## src/rtl/mm_seq_if.sv

```systemverilog
// mm_seq_if: control bus between the modexp FSM, the Montgomery sequencer and
// the multiplier pipeline / word RAMs.
//   start, op          : operation request from the top-level FSM
//   busy, done         : sequencer status
//   rd_en, *_addr      : operand RAM read port (1-cycle synchronous read)
//   pipe_ce/cp/init    : pipeline strobes, aligned with RAM read data
//   d_zero, ab_zero    : operand gating, aligned with RAM read data
//   res_we, res_addr   : result write into the D RAM, aligned with D_o
// master = sequencer side, slave = environment side.
interface mm_seq_if #(
    parameter int N_WORDS = 64
);
    localparam int AW = $clog2(N_WORDS);

    logic          start;
    logic          op;
    logic          busy;
    logic          done;
    logic          rd_en;
    logic [AW-1:0] a_addr;
    logic [AW-1:0] b_addr;
    logic [AW-1:0] m_addr;
    logic [AW-1:0] d_addr;
    logic          pipe_ce;
    logic          pipe_cp;
    logic          pipe_init;
    logic          d_zero;
    logic          ab_zero;
    logic          res_we;
    logic [AW-1:0] res_addr;

    modport master (
        input  start, op,
        output busy, done, rd_en, a_addr, b_addr, m_addr, d_addr,
               pipe_ce, pipe_cp, pipe_init, d_zero, ab_zero, res_we, res_addr
    );

    modport slave (
        output start, op,
        input  busy, done, rd_en, a_addr, b_addr, m_addr, d_addr,
               pipe_ce, pipe_cp, pipe_init, d_zero, ab_zero, res_we, res_addr
    );
endinterface

```

## src/rtl/mm_seq.sv

```systemverilog
// mm_seq: word-serial CIOS sequencer for the radix-2^16 Montgomery pipeline.
// Walks (i,j) over e = N_WORDS words (j inner), then one flush beat; or walks
// j for a copy of A into D. Issue-stage outputs (rd_en, addresses) come
// straight from the state/counters; pipeline strobes are registered one cycle
// later to line up with RAM data; write strobes ride a PIPE_LAT+1 deep delay
// line to line up with the pipeline output.
// Ports:
//   clk, rst_n : clock, asynchronous active-low reset
//   bus        : mm_seq_if.master (see interface header)
module mm_seq #(
    parameter int N_WORDS  = 64,
    parameter int PIPE_LAT = 8
) (
    input  logic     clk,
    input  logic     rst_n,
    mm_seq_if.master bus
);
    localparam int            AW   = $clog2(N_WORDS);
    localparam logic [AW-1:0] LAST = AW'(N_WORDS - 1);

    // Write-before-read on D needs the operand long enough to cover the
    // pipeline latency plus RAM read and write registers.
    if (N_WORDS < PIPE_LAT + 3 || PIPE_LAT < 1) begin : g_bad_params
        $error("mm_seq: need N_WORDS >= PIPE_LAT+3 and PIPE_LAT >= 1");
    end

    typedef enum logic [2:0] {IDLE, MUL, FLUSH, COPY, DRAIN, DONE} state_t;

    state_t        state, state_nx;
    logic [AW-1:0] i_q, j_q, i_nx, j_nx;

    // issue-stage signals (cycle the addresses are on the RAM port)
    logic          iss;
    logic [AW-1:0] a_addr, b_addr, m_addr, d_addr;
    logic          iss_init, iss_cp, iss_dz, iss_abz;
    logic          wr_vld;
    logic [AW-1:0] wr_addr;

    // aligned-stage registers (cycle the RAM data is at the pipeline input)
    logic          ce_q, init_q, cp_q, dz_q, abz_q;

    // write tag delay line: bit 0 is the aligned stage, bit PIPE_LAT is D_o
    logic [PIPE_LAT:0]         vld_pipe;
    logic [PIPE_LAT:0][AW-1:0] tag_pipe;

    always_comb begin
        state_nx = state;
        i_nx     = i_q;
        j_nx     = j_q;
        iss      = 1'b0;
        a_addr   = '0;
        b_addr   = '0;
        m_addr   = '0;
        d_addr   = '0;
        iss_init = 1'b0;
        iss_cp   = 1'b0;
        iss_dz   = 1'b0;
        iss_abz  = 1'b0;
        wr_vld   = 1'b0;
        wr_addr  = '0;
        case (state)
            IDLE: begin
                i_nx = '0;
                j_nx = '0;
                if (bus.start) state_nx = bus.op ? COPY : MUL;
            end
            MUL: begin
                iss      = 1'b1;
                a_addr   = j_q;
                b_addr   = i_q;
                m_addr   = j_q;
                d_addr   = j_q;
                iss_init = (j_q == '0);
                iss_dz   = (i_q == '0);
                // beat (i,j>0) emits D[j-1]; beat (i>0,0) emits D[e-1] of i-1
                wr_vld   = (j_q != '0) || (i_q != '0);
                wr_addr  = (j_q != '0) ? j_q - AW'(1) : LAST;
                if (j_q == LAST) begin
                    j_nx = '0;
                    i_nx = i_q + AW'(1);
                    if (i_q == LAST) state_nx = FLUSH;
                end else begin
                    j_nx = j_q + AW'(1);
                end
            end
            FLUSH: begin
                // zero-operand beat that pushes out D[e-1] of the last row
                iss      = 1'b1;
                iss_init = 1'b1;
                iss_dz   = 1'b1;
                iss_abz  = 1'b1;
                wr_vld   = 1'b1;
                wr_addr  = LAST;
                state_nx = DRAIN;
            end
            COPY: begin
                iss     = 1'b1;
                a_addr  = j_q;
                iss_cp  = 1'b1;
                iss_dz  = 1'b1;
                wr_vld  = 1'b1;
                wr_addr = j_q;
                if (j_q == LAST) begin
                    j_nx     = '0;
                    state_nx = DRAIN;
                end else begin
                    j_nx = j_q + AW'(1);
                end
            end
            DRAIN: begin
                // only the write at D_o (if any) is left in flight
                if (vld_pipe[PIPE_LAT-1:0] == '0) state_nx = DONE;
            end
            DONE:    state_nx = IDLE;
            default: state_nx = IDLE;
        endcase
    end

    always_ff @(posedge clk or negedge rst_n) begin
        if (!rst_n) begin
            state    <= IDLE;
            i_q      <= '0;
            j_q      <= '0;
            ce_q     <= 1'b0;
            init_q   <= 1'b0;
            cp_q     <= 1'b0;
            dz_q     <= 1'b0;
            abz_q    <= 1'b0;
            vld_pipe <= '0;
            tag_pipe <= '0;
        end else begin
            state  <= state_nx;
            i_q    <= i_nx;
            j_q    <= j_nx;
            // ce rises with the first aligned beat and holds through DONE
            if (state == DONE) ce_q <= 1'b0;
            else if (iss)      ce_q <= 1'b1;
            init_q   <= iss_init;
            cp_q     <= iss_cp;
            dz_q     <= iss_dz;
            abz_q    <= iss_abz;
            vld_pipe <= {vld_pipe[PIPE_LAT-1:0], wr_vld};
            tag_pipe <= {tag_pipe[PIPE_LAT-1:0], wr_addr};
        end
    end

    assign bus.busy      = (state != IDLE);
    assign bus.done      = (state == DONE);
    assign bus.rd_en     = iss;
    assign bus.a_addr    = a_addr;
    assign bus.b_addr    = b_addr;
    assign bus.m_addr    = m_addr;
    assign bus.d_addr    = d_addr;
    assign bus.pipe_ce   = ce_q;
    assign bus.pipe_cp   = cp_q;
    assign bus.pipe_init = init_q;
    assign bus.d_zero    = dz_q;
    assign bus.ab_zero   = abz_q;
    assign bus.res_we    = vld_pipe[PIPE_LAT];
    assign bus.res_addr  = vld_pipe[PIPE_LAT] ? tag_pipe[PIPE_LAT] : '0;
endmodule

```

## src/flat_wrapper.sv

```systemverilog
// flat-port wrapper written by rule: the top's interface ports become plain ports
module mm_seq_flat 
#(
    parameter int N_WORDS  = 64,
    parameter int PIPE_LAT = 8
)
  (clk, rst_n, bus_start, bus_op, bus_busy, bus_done, bus_rd_en, bus_a_addr, bus_b_addr, bus_m_addr, bus_d_addr, bus_pipe_ce, bus_pipe_cp, bus_pipe_init, bus_d_zero, bus_ab_zero, bus_res_we, bus_res_addr);
  mm_seq_if #(.N_WORDS(N_WORDS)) bus_i ();
  input  logic clk;
  input  logic rst_n;
  input wire logic [$bits(bus_i.start)-1:0] bus_start;
  input wire logic [$bits(bus_i.op)-1:0] bus_op;
  output wire logic [$bits(bus_i.busy)-1:0] bus_busy;
  output wire logic [$bits(bus_i.done)-1:0] bus_done;
  output wire logic [$bits(bus_i.rd_en)-1:0] bus_rd_en;
  output wire logic [$bits(bus_i.a_addr)-1:0] bus_a_addr;
  output wire logic [$bits(bus_i.b_addr)-1:0] bus_b_addr;
  output wire logic [$bits(bus_i.m_addr)-1:0] bus_m_addr;
  output wire logic [$bits(bus_i.d_addr)-1:0] bus_d_addr;
  output wire logic [$bits(bus_i.pipe_ce)-1:0] bus_pipe_ce;
  output wire logic [$bits(bus_i.pipe_cp)-1:0] bus_pipe_cp;
  output wire logic [$bits(bus_i.pipe_init)-1:0] bus_pipe_init;
  output wire logic [$bits(bus_i.d_zero)-1:0] bus_d_zero;
  output wire logic [$bits(bus_i.ab_zero)-1:0] bus_ab_zero;
  output wire logic [$bits(bus_i.res_we)-1:0] bus_res_we;
  output wire logic [$bits(bus_i.res_addr)-1:0] bus_res_addr;
  assign bus_i.start = bus_start;
  assign bus_i.op = bus_op;
  assign bus_busy = bus_i.busy;
  assign bus_done = bus_i.done;
  assign bus_rd_en = bus_i.rd_en;
  assign bus_a_addr = bus_i.a_addr;
  assign bus_b_addr = bus_i.b_addr;
  assign bus_m_addr = bus_i.m_addr;
  assign bus_d_addr = bus_i.d_addr;
  assign bus_pipe_ce = bus_i.pipe_ce;
  assign bus_pipe_cp = bus_i.pipe_cp;
  assign bus_pipe_init = bus_i.pipe_init;
  assign bus_d_zero = bus_i.d_zero;
  assign bus_ab_zero = bus_i.ab_zero;
  assign bus_res_we = bus_i.res_we;
  assign bus_res_addr = bus_i.res_addr;
  mm_seq #(.N_WORDS(N_WORDS), .PIPE_LAT(PIPE_LAT)) u_core (.clk(clk), .rst_n(rst_n), .bus(bus_i));
endmodule
```

## config.mk

```make
export PLATFORM = sky130hd
export DESIGN_NAME = mm_seq_flat
export DESIGN_NICKNAME = d
export VERILOG_FILES = /design/src/rtl/mm_seq_if.sv /design/src/rtl/mm_seq.sv /design/src/flat_wrapper.sv
export SDC_FILE = /design/constraint.sdc
export NUM_CORES = 1
export LEC_CHECK = 0
export CAP_MARGIN = 20
export CORE_UTILIZATION = 47
export CTS_CLUSTER_DIAMETER = 200
export DETAILED_ROUTE_END_ITERATION = 10
export HOLD_SLACK_MARGIN = 0.08
export PLACE_DENSITY_LB_ADDON = 0.15
export REMOVE_ABC_BUFFERS = 1
export SETUP_SLACK_MARGIN = 0.15
export SLEW_MARGIN = 0
export SYNTH_ARGS = -nofsm -noshare
export SYNTH_HDL_FRONTEND = slang
export SYNTH_SLANG_ARGS = --single-unit
export TNS_END_PERCENT = 10
```

## constraint.sdc

```tcl
create_clock -name clk -period 1.95 [get_ports clk]
set_input_delay 0.195 -clock clk [delete_from_list [all_inputs] [get_ports clk]]
set_output_delay 0.195 -clock clk [all_outputs]
set_load 0.01 [all_outputs]
```

==> results.yml, run 1 <==
clock_network:
  clock_path_buffers: 2
  htree_levels: 3
  cts_num_sinks: 83
  numCtsBuffers: 9
  clock_latency_ns: 0.35
  cts_tree: "yes"
  clockRootBuffer: "clkbuf_8"
  path_clk_slew_ns: 0.09
synth:
  synth_most_common_cell: "dfrtp_1"
  synth_top_cell_by_area: "dfrtp_1"
  postSynth.asyncResetShare: 1.00
  synth_common_cells: "83 x dfrtp_1, 19 x nor2_1, 15 x o21ai_0, 12 x clkbuf_1, 11 x and2_1"
  synth.distinct_cells: 48
  synth_edf_count: 0
  synth-main-ff-cell: "dfrtp_1"
  syn_avg_cell_area_um2: 12.2
  ys_warn_count: 0
  yosysTopAreaCellShare: 0.657
  syn_inst: 259
  netlist_area_um2: 3160
  synth-seq-cells: 83
  ys_seq_area_frac: 0.657
  ys_top_cells_by_area: "dfrtp_1 66%, o21ai_0 2.4%, nor2_1 2.3%, and2_1 2.2%, nor2b_1 1.8%"
die:
  io_pins: 43
  die_area_um2: 7060
  die_w_um: 84.0
  rows: 29
  initial_utilization: 0.492
  die_h_um: 84.0
  core-area_um2: 6420
timing:
  slew_viol_final: 0
  timing.hold.ws_ns: 0.323
  worst_slew_pin_slew_ns: 0.490
  finalCritPeriodShare: 0.923
  hold_viol: 0
  fin_setup_tns_ns: 0
  min_period_ns: 1.80
  rsz0062_at_grt: "true"
  finClkSkew_ns: 0.00756
  slew_headroom: 0.669
  setup_viol: 0
  fmax_mhz: 556
grt:
  grt_max_degree: 53
  grtUsageTotal: 0.201
  grt_pass1_wl_um: 10900
  grt_overflow_total: 0
  grt_pass1_vias: 2174
  grt_antenna_before_repair: 0
finish:
  diodes: 0
  final-seq-area_um2: 2080
  fillers: 525
  drive_gt1_frac: 0.248
  final_core_util: 0.627
  nets: 325
  postLayoutCellArea_um2: 4030
  areaGrowthSynthToFinish_pct: 27.3
  multi_input_area_um2: 1000
power_and_ir_drop:
  p_total_w: 0.00290
  p_int_w: 0.00221
  switchingPower_w: 0.000688
  power.clock.fraction: 0.392
  ir_drop_mv: 0.372
  combPwrFrac: 0.015
  power.density_nw_per_um2: 720
  p_leak_nw: 1.78
  p_seq_frac: 0.593
  p_sw_frac: 0.237
status:
  violations: "design-rule violations"
  status: "finished with violations"
place:
  numPortBuffers: 42
  routabilityCongestion: 0.831
  dp_hpwl_um: 4120
  placed_area_um2: 3720
drt:
  drt-total-wl_um: 6540
  wl_per_cell_um: 16.4
  vias: 2213
  first_pass_iters: 7
  drc: 3
  antenna_left: 0
  viasPerCell: 5.55
  drt-initial-drc-count: 106
setup_path:
  cp_max_fo: 16
  endpoint_kind: "primary output"
  worstPathRequired_ns: 1.75
  critPathKind: "flip-flop to primary output"
  start_kind: "flip-flop"
  cp.arrival_ns: 1.60
worst_hold_path:
  hold_path_class: "input pin to asynchronous set/reset pin"
run:
  maxCapViolations: 0
==> per-layer routing <==
metal | up-vias | share of wire | track usage
li1 | 1021 | - | -
met1 | 1110 | 0.45 | 0.278
met2 | 74 | 0.48 | 0.310
met3 | 8 | 0.054 | 0.0574
met4 | 0 | 0.011 | 0.0611
met5 | - | 0 | 0
==> per-stage QoR <==
step | setup WS (ns) | instances
global route | 0.0547 | 399
detailed placement | 0.0916 | 374
global placement | 0.0862 | 374
CTS | 0.00931 | 393
finish | 0.151 | 399
floorplan | 0.200 | 238
==> cells by family (layout without fill, tap and decap cells) <==
logic type | after synthesis | count (layout) | synth area share
compound gates | 43 | 43 | 0.0966
flops | 83 | 83 | 0.657
mux | 4 | 4 | 0.0127
fa+ha+maj | 4 | 4 | 0.0158
simple gates | 94 | 94 | 0.173
buf+inv | 31 | 94 | 0.0447
==> placed cells by master (no fill, tap or decap), types with 4 or more instances in the layout <==
| master | count |
|---|---|
| dfrtp_1 | 83 |
| buf_6 | 5 |
| and3_1 | 7 |
| nor4_1 | 5 |
| mux2i_1 | 4 |
| clkdlybuf4s50_1 | 14 |
| nor2b_1 | 7 |
| o211ai_1 | 4 |
| dlygate4sd2_1 | 4 |
| clkdlybuf4s15_2 | 6 |
| clkbuf_8 | 9 |
| nand3_1 | 7 |
| inv_1 | 10 |
| and2_1 | 11 |
| buf_2 | 15 |
| ha_1 | 4 |
| nor2_1 | 17 |
| buf_4 | 16 |
| nand2_1 | 8 |
| o21ai_0 | 15 |
==> worst paths after layout <==
kind / startpoint / cells after the start / end / slack (ns)
max: u_core.state[0] / 5 / bus_done / 0.15
min: rst_n / 2 / u_core.vld_pipe[8] / 0.32
max reg2reg: u_core.j_q[0] / 6 / u_core.tag_pipe[5] / 0.22
min reg2reg: u_core.tag_pipe[43] / 0 / u_core.tag_pipe[49] / 0.34
max in group asynchronous: rst_n / 3 / u_core.tag_pipe[33] / 1.02
min in group clk: u_core.tag_pipe[43] / 0 / u_core.tag_pipe[49] / 0.34
==> state kept, by name, indices dropped and copies added (netlist names) <==
register and cells:
u_core.bus.ab_zero 1, u_core.bus.d_zero 1, u_core.bus.pipe_ce 1, u_core.bus.pipe_cp 1, u_core.bus.pipe_init 1, u_core.i_q 6, u_core.j_q 6, u_core.state 3
u_core.tag_pipe 54, u_core.vld_pipe 9
==> layout make-up <==
class / instances / share of cell area
Timing Repair Buffer: 68 / 0.156
Multi-Input combinational cell: 145 / 0.249
Tap cell: 77 / 0.0239
Inverter: 10 / 0.00932
Clock buffer: 9 / 0.0308
Clock inverter: 7 / 0.0146
Sequential cell: 83 / 0.516
==> power groups by stage <==
stage	registers [W]	logic [W]	clock network (W)
2_1_floorplan	0.00175	0.00000124	0
3_3_place_gp	0.00175	0.0000453	0
3_5_place_dp	0.00175	0.0000461	0
4_1_cts	0.00172	0.0000480	0.00119
5_1_grt	0.00172	0.0000534	0.00125
6_report	0.00172	0.0000449	0.00114
==> worst max-delay path, cell delays in order (launching register included) <==
cell	delay, ns
dfrtp_1	0.39
buf_4	0.18
buf_12	0.16
nor2b_1	0.13
and2_1	0.17
clkdlybuf4s15_2	0.22
==> timing repair <==
item	4_1_cts	5_1_grt
buffers inserted	2	4
resized for setup	88	21
endpoints found under the setup margin	27	25
pin swaps	1	1
endpoints found under the hold margin	31	0
hold buffers	1	0
gates cloned	0	2
No activity file was read; power rests on OpenSTA's default activity.
==> run 2, diff against run 1 <==
--- a/config.mk
+++ b/config.mk
@@ -17,4 +17,3 @@
 export SYNTH_ARGS = -nofsm -noshare
 export SYNTH_HDL_FRONTEND = slang
 export SYNTH_SLANG_ARGS = --single-unit
-export TNS_END_PERCENT = 10
==> results.yml, run 2 (synthesis results as in run 1) <==
drt:
  drc: 3
  first_pass_iters: 7
  vias: 2228
  viasPerCell: 5.53
  drt-initial-drc-count: 108
  drt-total-wl_um: 6630
  antenna_left: 0
  wl_per_cell_um: 16.5
timing:
  fmax_mhz: 545
  slew_viol_final: 0
  hold_viol: 0
  finalCritPeriodShare: 0.941
  rsz0062_at_grt: "true"
  worst_slew_pin_slew_ns: 0.501
  fin_setup_tns_ns: 0
  timing.hold.ws_ns: 0.318
  finClkSkew_ns: 0.00916
  setup_viol: 0
  min_period_ns: 1.84
  slew_headroom: 0.661
setup_path:
  cp_max_fo: 3
  reg2reg_slack_ns: 0.22
  path_buf_inv: 2
  cpLargestDelayFamily: "simple AND/OR/NAND/NOR gates"
  critPathKind: "flip-flop to primary output"
  cp-startpoint: "u_core.state[1]"
  rr_startpoint: "u_core.state[2]"
  endpoint_kind: "primary output"
  slowest_delay_ns: 0.43
  worstPathRequired_ns: 1.75
  cp.arrival_ns: 1.64
  ff2ff_path_depth: 6
  reg2reg_to: "u_core.i_q[0]"
  start_kind: "flip-flop"
  critical_path.cell_chain: "or3b_4 > buf_4 > nor2_1 > clkdlybuf4s15_1"
  cpMaxStageDelayCell: "or3b_4"
  critical_path_depth: 4
  crit_end: "bus_b_addr[1]"
grt:
  grt_pass1_vias: 2158
  grtUsageTotal: 0.200
  grt_max_degree: 53
  grt_overflow_total: 0
  grt_antenna_before_repair: 0
  grt_pass1_wl_um: 10800
power_and_ir_drop:
  ir_drop_mv: 0.416
  p_seq_frac: 0.591
  combPwrFrac: 0.015
  switchingPower_w: 0.000696
  p_leak_nw: 1.79
  p_sw_frac: 0.239
  power.clock.fraction: 0.394
  power.density_nw_per_um2: 721
  p_int_w: 0.00221
finish:
  multi_input_area_um2: 1020
  nets: 329
  layoutNonFillerInstCount: 403
  top_register: "u_core.tag_pipe"
  fillers: 524
  final-seq-area_um2: 2080
  final_cell_mix: "83 x dfrtp_1, 23 x buf_2, 17 x nor2_1, 17 x buf_4, 15 x o21ai_0"
  areaGrowthSynthToFinish_pct: 27.6
  drive_gt1_frac: 0.264
  largest_reg_flops: 54
  final_core_util: 0.628
  diodes: 0
  largest_registers: "u_core.tag_pipe: 54 flops, u_core.vld_pipe: 9 flops"
  final_common_cell: "dfrtp_1"
place:
  routabilityCongestion: 0.831
  dp_hpwl_um: 4120
  place_inst: 374
  numPortBuffers: 42
clock_network:
  cts_num_sinks: 83
  clockRootBuffer: "clkbuf_8"
  cts_tree: "yes"
  path_clk_slew_ns: 0.09
  clock_path_buffers: 2
  clock_latency_ns: 0.35
  numCtsBuffers: 9
  htree_levels: 3
die:
  core-area_um2: 6420
  initial_utilization: 0.492
  io_pins: 43
  die_h_um: 84.0
  die_w_um: 84.0
  rows: 29
  die_area_um2: 7060
status:
  violations: "design-rule violations"
  status: "finished with violations"
worst_hold_path:
  hold_path_class: "input pin to asynchronous set/reset pin"
run:
  maxCapViolations: 0
## run 2: routing by layer
| layer | GRT usage | up-vias | share of wire |
|---|---|---|---|
| li1 | - | 1025 | - |
| met1 | 0.276 | 1102 | 0.45 |
| met2 | 0.308 | 93 | 0.47 |
| met3 | 0.0574 | 8 | 0.070 |
| met4 | 0.0611 | 0 | 0.013 |
| met5 | 0 | - | 0 |
## run 2: stage by stage
step / instance area [um^2] / total power [W] / setup WS (ns)
3_5_place_dp: 3720 / 0.00180 / 0.0916
5_1_grt: 4040 / 0.00303 / 0.0512
2_1_floorplan: 3060 / 0.00176 / 0.200
3_3_place_gp: 3720 / 0.00180 / 0.0862
6_report: 4040 / 0.00291 / 0.115
4_1_cts: 3920 / 0.00295 / 0.0129
## run 2: layout make-up
type / count / area share
Inverter: 10 / 0.00930
Timing Repair Buffer: 72 / 0.155
Clock buffer: 9 / 0.0307
Clock inverter: 7 / 0.0146
Sequential cell: 83 / 0.515
Multi-Input combinational cell: 145 / 0.252
Tap cell: 77 / 0.0239
## run 2: worst min path at each step
stage,startpoint,endpoint,cells after the start
floorplan,rst_n,u_core.bus.ab_zero,0
global placement,rst_n,u_core.vld_pipe[6],1
detailed placement,rst_n,u_core.vld_pipe[8],1
CTS,rst_n,u_core.vld_pipe[8],2
global route,rst_n,u_core.vld_pipe[6],2
finish,rst_n,u_core.vld_pipe[7],2
## run 2: what timing repair did
item	in CTS	in global routing
setup buffers	2	7
gates cloned	0	3
endpoints found under the hold margin	31	0
endpoints found under the setup margin	27	24
pin swaps	1	2
hold buffers	1	0
resized for setup	104	21
## run 2: power by group through the flow
| stage | registers (W) | logic [W] | clock network (W) |
|---|---|---|---|
| after detailed placement | 0.00175 | 0.0000461 | 0 |
| after CTS | 0.00172 | 0.0000480 | 0.00119 |
| after global routing | 0.00172 | 0.0000535 | 0.00125 |
| after global placement | 0.00175 | 0.0000453 | 0 |
| after floorplan | 0.00175 | 0.00000124 | 0 |
| final | 0.00172 | 0.0000447 | 0.00114 |
==> run 3, diff against run 2 <==
--- a/config.mk
+++ b/config.mk
@@ -5,6 +5,7 @@
 export SDC_FILE = /design/constraint.sdc
 export NUM_CORES = 1
 export LEC_CHECK = 0
+export ABC_CLOCK_PERIOD_IN_PS = 1950
 export CAP_MARGIN = 20
 export CORE_UTILIZATION = 47
 export CTS_CLUSTER_DIAMETER = 200
@@ -17,3 +18,4 @@
 export SYNTH_ARGS = -nofsm -noshare
 export SYNTH_HDL_FRONTEND = slang
 export SYNTH_SLANG_ARGS = --single-unit
+export TNS_END_PERCENT = 1
==> results.yml, run 3 (synthesis results as in run 1) <==
timing:
  fmax_mhz: 561
  hold_viol: 0
  worst_slew_pin_slew_ns: 0.472
  rsz0062_at_grt: "true"
  min_period_ns: 1.78
  setup_viol: 0
  slew_viol_final: 0
  finClkSkew_ns: 0.00870
  fin_setup_tns_ns: 0
  fin_ws_ns: 0.167
  finalCritPeriodShare: 0.915
  slew_headroom: 0.681
worst_hold_path:
  hold_path_class: "input pin to asynchronous set/reset pin"
setup_path:
  critical_path.cell_chain: "buf_12 > nor2b_2 > buf_4 > and2_1 > clkdlybuf4s15_1"
  ff2ff_path_depth: 4
  reg2reg_to: "u_core.i_q[3]"
  cp.arrival_ns: 1.59
  endpoint_kind: "primary output"
  start_kind: "flip-flop"
  cp_max_fo: 24
  cpMaxStageDelayCell: "dfrtp_1"
  rr_startpoint: "u_core.state[1]"
  worstPathRequired_ns: 1.75
  slowest_delay_ns: 0.42
  reg2reg_slack_ns: 0.20
  critPathKind: "flip-flop to primary output"
power_and_ir_drop:
  p_sw_frac: 0.239
  p_seq_frac: 0.592
  combPwrFrac: 0.015
  ir_drop_mv: 0.429
  p_int_w: 0.00221
  p_leak_nw: 1.72
  switchingPower_w: 0.000694
  power.density_nw_per_um2: 732
  power.clock.fraction: 0.393
finish:
  nets: 318
  final_core_util: 0.619
  top_register: "u_core.tag_pipe"
  drive_gt1_frac: 0.210
  areaGrowthSynthToFinish_pct: 25.6
  largest_registers: "u_core.tag_pipe: 54 flops, u_core.vld_pipe: 9 flops"
  final_cell_mix: "83 x dfrtp_1, 17 x nor2_1, 15 x o21ai_0"
  largest_reg_flops: 54
  postLayoutCellArea_um2: 3970
  diodes: 0
  final_common_cell: "dfrtp_1"
die:
  io_pins: 43
  die_h_um: 84.0
  die_area_um2: 7060
  rows: 29
  core-area_um2: 6420
  die_w_um: 84.0
  initial_utilization: 0.492
grt:
  grt_antenna_before_repair: 0
  grt_pass1_vias: 2161
  grtUsageTotal: 0.202
  grt_pass1_wl_um: 10900
  grt_max_degree: 53
  grt_overflow_total: 0
drt:
  drc: 4
  vias: 2149
  wl_per_cell_um: 16.1
  drt-total-wl_um: 6310
  drt-initial-drc-count: 95
  first_pass_iters: 7
  antenna_left: 0
  viasPerCell: 5.48
clock_network:
  htree_levels: 3
  cts_tree: "yes"
  cts_num_sinks: 83
  clockRootBuffer: "clkbuf_8"
  path_clk_slew_ns: 0.09
  clock_path_buffers: 2
  numCtsBuffers: 9
  clock_latency_ns: 0.35
place:
  post-place-ws_ns: 0.0916
  placed_area_um2: 3720
  routabilityCongestion: 0.831
  numPortBuffers: 42
  dp_hpwl_um: 4120
status:
  violations: "design-rule violations"
  status: "finished with violations"
run:
  maxCapViolations: 0
-- run 3: changes by cell type in the layout (fill, tap and decap cells not counted), sizes merged --
cell / delta
buf: -26
clkdlybuf4s15: +10
dlygate4sd2: +6
clkbuf: -1
-- run 3: area by class of cell --
cell class / instances / area (um^2)
fillers: 526 / 2450
clock inverters: 7 / 58.8
repair buffers: 61 / 588
well taps: 77 / 96.3
flip-flops and latches: 83 / 2080
clock buffers: 9 / 124
inverters: 10 / 37.5
multi-input cells: 145 / 991
-- run 3: per-layer routing --
layer,routed length [um],global-route usage,vias up,share of wire
met5,0,0,-,0
li1,-,-,1000,-
met3,386,0.0574,7,0.061
met2,2940,0.306,76,0.47
met4,66,0.0611,0,0.010
met1,2920,0.285,1066,0.46
-- run 3: power groups by stage --
stage | clock network [W] | registers, W | logic [W]
final | 0.00114 | 0.00172 | 0.0000447
after CTS | 0.00119 | 0.00172 | 0.0000480
after detailed placement | 0 | 0.00175 | 0.0000461
after floorplan | 0 | 0.00175 | 0.00000124
after global routing | 0.00125 | 0.00172 | 0.0000534
after global placement | 0 | 0.00175 | 0.0000453
-- run 3: what timing repair did --
item	4_1_cts	5_1_grt
resized for setup	77	11
pin swaps	2	1
buffers inserted	1	0
setup endpoints to repair	27	28
hold buffers	1	0
hold endpoints to repair	31	0
-- run 3: how the worst max path moves through the flow --
stage                          from              end
detailed placement  u_core.state[2]    bus_d_addr[1]
CTS                 u_core.state[2]    bus_d_addr[1]
floorplan           u_core.state[2]  u_core.state[1]
finish              u_core.state[2]    bus_a_addr[4]
global placement    u_core.state[2]    bus_d_addr[1]
global route        u_core.state[2]    bus_a_addr[1]
-- run 3: per-stage QoR --
stage / total power (W) / cells / hold WS (ns)
floorplan: 0.00176 / 238 / -0.101
global placement: 0.00180 / 374 / 0.164
detailed placement: 0.00180 / 374 / 0.168
CTS: 0.00295 / 392 / 0.316
global route: 0.00303 / 392 / 0.344
finish: 0.00291 / 392 / 0.322
-- run 3: critical path, delay by kind of cell (launching register included) --
kind / cells / cell delay, ns
buf+inv: 3 / 0.56
flops: 1 / 0.42
simple gates: 2 / 0.26
